### config.mk
export PLATFORM = sky130hd
export DESIGN_NAME = subtractor_nbit_serial
export DESIGN_NICKNAME = d
export VERILOG_FILES = /design/src/rtl/subtractor_nbit_serial.sv
export SDC_FILE = /design/constraint.sdc
export NUM_CORES = 1
export LEC_CHECK = 0
export CAP_MARGIN = 20
export CORE_MARGIN = 8
export CORE_UTILIZATION = 40
export CTS_BUF_LIST = sky130_fd_sc_hd__clkbuf_8 sky130_fd_sc_hd__clkbuf_16
export DETAILED_ROUTE_END_ITERATION = 12
export PLACE_DENSITY = 0.64
export SLEW_MARGIN = 20
export SYNTH_ARGS = -nofsm -noshare
export SYNTH_HDL_FRONTEND = slang
export SYNTH_SLANG_ARGS = --single-unit
### constraint.sdc
create_clock -name i_clk -period 1.9 [get_ports i_clk]
set_clock_uncertainty 0.05 [all_clocks]
set_input_delay 0.475 -clock i_clk [delete_from_list [all_inputs] [get_ports i_clk]]
set_output_delay 0.475 -clock i_clk [all_outputs]
set_load 0.01 [all_outputs]
### src/rtl/subtractor_nbit_serial.sv
// Bit-serial N-bit subtractor (a - b - borrow_in), LSB first, with valid/ready on both sides.
// Optional compare flags (o_zero/o_ltu/o_lts) when SUBTRACTOR_NBIT_SERIAL_CMP_EN is defined.
module subtractor_nbit_serial #(
   parameter int unsigned DATA_WIDTH = 32
) (
   input  logic                  i_clk,
   input  logic                  i_rst_n,
   input  logic                  i_vld,
   output logic                  o_rdy,
   input  logic [DATA_WIDTH-1:0] i_num_a,
   input  logic [DATA_WIDTH-1:0] i_num_b,
   input  logic                  i_brw,
   output logic                  o_vld,
   input  logic                  i_rdy,
   output logic [DATA_WIDTH-1:0] o_res,
   output logic                  o_brw,
   output logic                  o_ovf
`ifdef SUBTRACTOR_NBIT_SERIAL_CMP_EN
   ,
   output logic                  o_zero,
   output logic                  o_ltu,
   output logic                  o_lts
`endif
);

   localparam int unsigned CNT_W = (DATA_WIDTH > 1) ? $clog2(DATA_WIDTH) : 1;
   localparam logic [CNT_W-1:0] CNT_LAST = CNT_W'(DATA_WIDTH - 1);

   typedef enum logic [1:0] {StIdle, StCalc, StDone} state_e;

   state_e                state_q;
   logic [CNT_W-1:0]      cnt_q;
   logic [DATA_WIDTH-1:0] a_q;
   logic [DATA_WIDTH-1:0] b_q;
   logic [DATA_WIDTH-1:0] res_q;
   logic                  brw_q;
   logic                  ovf_q;
   logic                  vld_q;
`ifdef SUBTRACTOR_NBIT_SERIAL_CMP_EN
   logic                  zero_q;
   logic                  ltu_q;
   logic                  lts_q;
`endif

   logic                  bit_a;
   logic                  bit_b;
   logic                  diff;
   logic                  brw_next;
   logic                  ovf_next;
   logic [DATA_WIDTH-1:0] res_shift;

   // Operands shift right, so bit 0 is always the bit under process.
   always_comb begin
      bit_a     = a_q[0];
      bit_b     = b_q[0];
      diff      = bit_a ^ bit_b ^ brw_q;
      brw_next  = (~bit_a & bit_b) | (~bit_a & brw_q) | (bit_b & brw_q);
      res_shift = {diff, res_q[DATA_WIDTH-1:1]};
      // Only meaningful on the MSB step, where bit_a/bit_b are the operand sign bits.
      ovf_next  = (bit_a != bit_b) & (diff != bit_a);
   end

   always_ff @(posedge i_clk or negedge i_rst_n) begin
      if (!i_rst_n) begin
         state_q <= StIdle;
         cnt_q   <= '0;
         a_q     <= '0;
         b_q     <= '0;
         res_q   <= '0;
         brw_q   <= 1'b0;
         ovf_q   <= 1'b0;
         vld_q   <= 1'b0;
`ifdef SUBTRACTOR_NBIT_SERIAL_CMP_EN
         zero_q  <= 1'b0;
         ltu_q   <= 1'b0;
         lts_q   <= 1'b0;
`endif
      end else begin
         unique case (state_q)
            StIdle: begin
               if (i_vld) begin
                  a_q     <= i_num_a;
                  b_q     <= i_num_b;
                  brw_q   <= i_brw;
                  res_q   <= '0;
                  cnt_q   <= '0;
                  state_q <= StCalc;
               end
            end
            StCalc: begin
               a_q   <= a_q >> 1;
               b_q   <= b_q >> 1;
               res_q <= res_shift;
               brw_q <= brw_next;
               cnt_q <= cnt_q + 1'b1;
               if (cnt_q == CNT_LAST) begin
                  cnt_q   <= '0;
                  ovf_q   <= ovf_next;
                  vld_q   <= 1'b1;
                  state_q <= StDone;
`ifdef SUBTRACTOR_NBIT_SERIAL_CMP_EN
                  zero_q  <= (res_shift == '0);
                  ltu_q   <= brw_next;
                  lts_q   <= diff ^ ovf_next;
`endif
               end
            end
            StDone: begin
               if (i_rdy) begin
                  vld_q   <= 1'b0;
                  state_q <= StIdle;
               end
            end
            default: begin
               vld_q   <= 1'b0;
               state_q <= StIdle;
            end
         endcase
      end
   end

   always_comb begin
      o_rdy = (state_q == StIdle);
      o_vld = vld_q;
      o_res = vld_q ? res_q : '0;
      o_brw = vld_q & brw_q;
      o_ovf = vld_q & ovf_q;
`ifdef SUBTRACTOR_NBIT_SERIAL_CMP_EN
      o_zero = vld_q & zero_q;
      o_ltu  = vld_q & ltu_q;
      o_lts  = vld_q & lts_q;
`endif
   end

endmodule

=== Word level (Yosys, flattened, before mapping) ===
Index checks and enable logic that the tools add are counted.

* Register bits after elaboration: 106
* Input bits: 69
* Output and inout bits: 36
* Logic and storage cells: 54

* Add/subtract/negate cells: 1
* Muxes and demuxes: 19
* Equal/unequal tests: 8
* Reductions and logical operators: 6
* Bitwise operators: 12

{| class="wikitable"
|+ Operator list
! cell !! count
|-
| 32-bit one-hot mux with 2 select lines || 3
|-
| 32-bit 2-to-1 mux || 4
|-
| 5-bit 2-to-1 mux || 2
|-
| 5-bit one-hot mux with 2 select lines || 1
|-
| 1-bit bitwise AND || 6
|-
| 2-bit 2-to-1 mux || 3
|-
| 2-bit != test, second input constant || 3
|-
| 2-bit one-hot mux with 3 select lines || 1
|-
| 3-bit AND reduction || 2
|-
| 5-bit by 1-bit adder with 5-bit output, second input constant || 1
|-
| 5-bit equality test, second input constant || 1
|-
| 2-bit AND reduction || 2
|-
| 1-bit 2-to-1 mux || 3
|-
| 1-bit one-hot mux with 3 select lines || 1
|-
| 2-bit by 1-bit equality test with 1-bit output, second input constant || 1
|-
| 2-bit equality test, second input constant || 1
|-
| 2-bit logical NOT || 1
|-
| 1-bit != test || 2
|-
| 1-bit inverter || 2
|-
| 1-bit OR || 2
|-
| 1-bit one-hot mux with 2 select lines || 1
|-
| 2-bit nonzero test || 1
|-
| 1-bit XOR || 2
|}

=== Logic depth before layout (Yosys ltp) ===
* Word-level depth: 5
* Gate-level depth with buffers: 6
* Mapped depth without buffers: 6

=== Worst setup path after synthesis ===
Ideal clock, no wire load.

* Kind: reg2reg
* Start point: register cnt_q[0]
* End point: register cnt_q[3]
* Setup time: 83 ps
* Data required time: 1,767 ps
* Slack: 212 ps
* Path buffers: 0
* Arrival: 1,555 ps
* Stages on the path, launching flop included: 6
* Period minus slack after synthesis: 1,688 ps
* Cell sequence: dfrtp_1 -> ha_1 -> and3_1 -> ha_1 -> or4_1 -> o21ai_0

* Cells in the longest elaborated chain, start to end: 3
* Elaborated cells between the ends (all ways): 4
* Those cells by class: add/sub: 1; eq/ne: 1; mux: 2

{| class="wikitable"
|+ Ends and longest elaborated chain
! item !! RTL line !! source
|-
| start, declared || 32 || <nowiki>logic [CNT_W-1:0] cnt_q;</nowiki>
|-
| start signal, assigned || 95 || <nowiki>cnt_q <= cnt_q + 1'b1;</nowiki>
|-
| 5-bit by 1-bit adder with 5-bit output or 5-bit equality test (tied branches) || 95, 96 ||
|-
| 5-bit 2-to-1 mux (*) || 96 || <nowiki>if (cnt_q == CNT_LAST) begin</nowiki>
|-
| 5-bit one-hot mux with 2 select lines (*) || 79 || <nowiki>unique case (state_q)</nowiki>
|}

Mark *: on every way between the ends. The rest lies on a longest branch, timed or not.
A chain may end at the register's enable or synchronous reset.

=== Worst setup path after layout ===
* Start point: register vld_q, in the netlist o_vld
* End point: output port o_res[19]

* Cells in the longest elaborated chain, start to end: 1

{| class="wikitable"
|+ Ends and longest elaborated chain
! item !! RTL line !! source
|-
| start, declared || 38 || <nowiki>logic vld_q;</nowiki>
|-
| start signal, assigned || 72 || <nowiki>vld_q <= 1'b0;</nowiki>
|-
| start signal, assigned || 99 || <nowiki>vld_q <= 1'b1;</nowiki>
|-
| start signal, assigned || 110 || <nowiki>vld_q <= 1'b0;</nowiki>
|-
| 32-bit 2-to-1 mux || 125 || <nowiki>o_res = vld_q ? res_q : '0;</nowiki>
|-
| end, declared || 15 || <nowiki>output logic [DATA_WIDTH-1:0] o_res,</nowiki>
|}

No other way between the ends.

==> results.tsv <==
metric	value	unit
status	finished clean	
p_per_area	1440	mW/mm^2
leakage	0.00277	uW
syn_avg_cell_area	10.5	sq um
fp.dieW	126	um
io_buffers	104	
totalWireLength	11.7	mm
clock.fmax	538	MHz
fin_crit	1.86	ns
arrival	1.33	ns
globalRouteOverflowTotal	0	
dr.first_iter.drc_count	318	
drc_errors	0	
stdcell_count	710	
power	8990	uW
synth_warnings	0	
clockPowerShare	20.4	%
postSynth.asyncResetShare	100	%
syn_area	0.00486	sq mm
pre_cts_slack	-0.108	ns
synth_seq_cells	106	
pin_count	105	
hold_viol	0	
synth_nets	538	
yosysTopAreaCellShare	54.5	%
final_common_cell	dfrtp_1	
grt_use_total	15.0	%
yosysUniqueCellTypes	31	
antennaDiodeCount	0	
cts_num_sinks	106	
synth_edf_count	0	
gp_congestion	0.750	
dieArea	0.0159	sq mm
seqPwrFrac	41.2	%
coreArea	0.0120	sq mm
antenna_found_initial	0	
clk_pin_slew	0.07	ns
nets	632	
start_util	40.7	%
vdd_drop_max	0.775	mV
synth_flop_cell	dfrtp_1	
dp_cells	691	
ys_top_cells_by_area	dfrtp_1, a22oi_1, a22o_1	
grt_setup_unrepaired	false	
relSlewSlack	74.4	%
tightest_slew	0.384	ns
startpoint_type	register	
ys_seq_area_share	54.5	%
maxCapViolCount	0	
htree_levels	3	
ant_nets	0	
clockBufferDepth	2	
grt_pass1_vias	3992	
tns	0	ns
numCtsBuffers	9	
wl_per_cell	16.5	um
critPathCaptureType	primary output	
combPwrFrac	38.3	%
period_share	97.9	%
finalSetupViolCount	0	
vias	3833	
clkLatencyLatePin	0.35	ns
cp.required	1.37	ns
root_buffer	clkbuf_16	
synthCells	464	
layout_setup_ws	0.0404	ns
internal_power	5760	uW
drive_above_1_share	13.3	%
grt_max_degree	74	
finalMaxSlewViolations	0	
hp-class	register to register	
vias_per_cell	5.40	
layout_common_cells	dfrtp_1, clkdlybuf4s50_1, a22oi_1	
area_delta_synth_final	28.6	%
cts_tree	done	
die_h	126	um
hpwl	7.87	mm
power_switching	3230	uW
grt_pass1_wl	19.8	mm
dr.pass1.iters	5	
switching_share	36.0	%
synth_area_leader_cell	dfrtp_1	
cp_max_fo	17	
crit_type	register to primary output	
rows	40	
-- cell usage after synthesis (2+ instances only) --
library cell,n
a21oi_1,17
a22o_1,34
a22oi_1,61
a2bb2oi_1,2
a31oi_1,2
and2_1,34
buf_2,16
buf_4,10
buf_6,4
clkbuf_1,13
dfrtp_1,106
ha_1,4
inv_1,7
nand2_1,51
nand3_1,2
nor2_1,3
nor2b_1,18
o21ai_0,57
o21ai_1,11
-- final timing paths --
check | cells past startpoint | to | from | slack [ns]
setup / recovery | 3 | o_res[19] | o_vld$_DFFE_PN0P_ | 0.04
hold / removal | 2 | b_q[23]$_DFFE_PN0P_ | b_q[23]$_DFFE_PN0P_ | 0.43
setup reg to reg | 5 | cnt_q[3]$_DFFE_PN0P_ | cnt_q[0]$_DFFE_PN0P_ | 0.10
hold reg to reg | 2 | b_q[23]$_DFFE_PN0P_ | b_q[23]$_DFFE_PN0P_ | 0.43
max in group asynchronous | 3 | a_q[19]$_DFFE_PN0P_ | i_rst_n | 0.69
min in group asynchronous | 2 | a_q[25]$_DFFE_PN0P_ | i_rst_n | 0.48
-- worst max-delay path, cell delays in order (launching register included) --
cell and delay, ns:
dfrtp_2 0.44, buf_12 0.16, and2_1 0.16, clkdlybuf4s15_1 0.23
-- through the flow --
| step | utilization (%) | hold slack (ns) | instance area [sq um] |
|---|---|---|---|
| floorplan | - | 0.129 | 4860 |
| global placement | 50.8 | 0.295 | 6080 |
| detailed placement | 50.8 | 0.294 | 6080 |
| CTS | 53.1 | 0.438 | 6350 |
| global route | 52.3 | 0.461 | 6260 |
| finish | 52.3 | 0.431 | 6260 |
-- routing by layer --
layer | part of all wire [%] | track usage, % | routed length (um)
met5 | 0 | 0 | 0
met4 | 1.3 | 4.25 | 157
met3 | 6.0 | 4.68 | 702
met2 | 46 | 24.4 | 5410
met1 | 46 | 18.9 | 5450
-- final cells by class --
type | instances | area, sq um
Fill cell | 1087 | 5710
Sequential cell | 106 | 2660
Multi-Input combinational cell | 308 | 1940
Timing Repair Buffer | 126 | 1150
Clock buffer | 9 | 225
Tap cell | 147 | 184
Clock inverter | 7 | 71.3
Inverter | 7 | 26.3
-- flip-flops by register name, summed over array words and instances (netlist names) --
name,count
a_q,32
b_q,32
res_q,32
cnt_q,5
state_q,2
brw_q,1
o_vld,1
ovf_q,1
-- power by group through the flow --
stage                     Combinational, uW  Clock (uW)  Sequential, uW
after CTS                              3620        1890            3710
after detailed placement               3740           0            3740
final                                  3450        1840            3710
after global routing                   3840        1980            3830
after floorplan                        2400           0            3560
after global placement                 3630           0            3710
-- logic make-up (layout without fill, tap and decap cells) --
| group | after synthesis | count (layout) | synth area share (%) |
|---|---|---|---|
| flops | 106 | 106 | 54.5 |
| compound gates | 188 | 188 | 25.8 |
| simple gates | 114 | 114 | 12.2 |
| fa+ha+maj | 5 | 5 | 1.44 |
| mux | 1 | 1 | 0.309 |
| buf+inv | 50 | 149 | 5.66 |
-- what timing repair did --
item	CTS	global route
hold buffers	1	0
cloned	1	0
resized for setup	103	15
hold endpoints to repair	12	0
setup buffers	2	0
setup endpoints to repair	36	27
(Power assumes the default switching activity.)
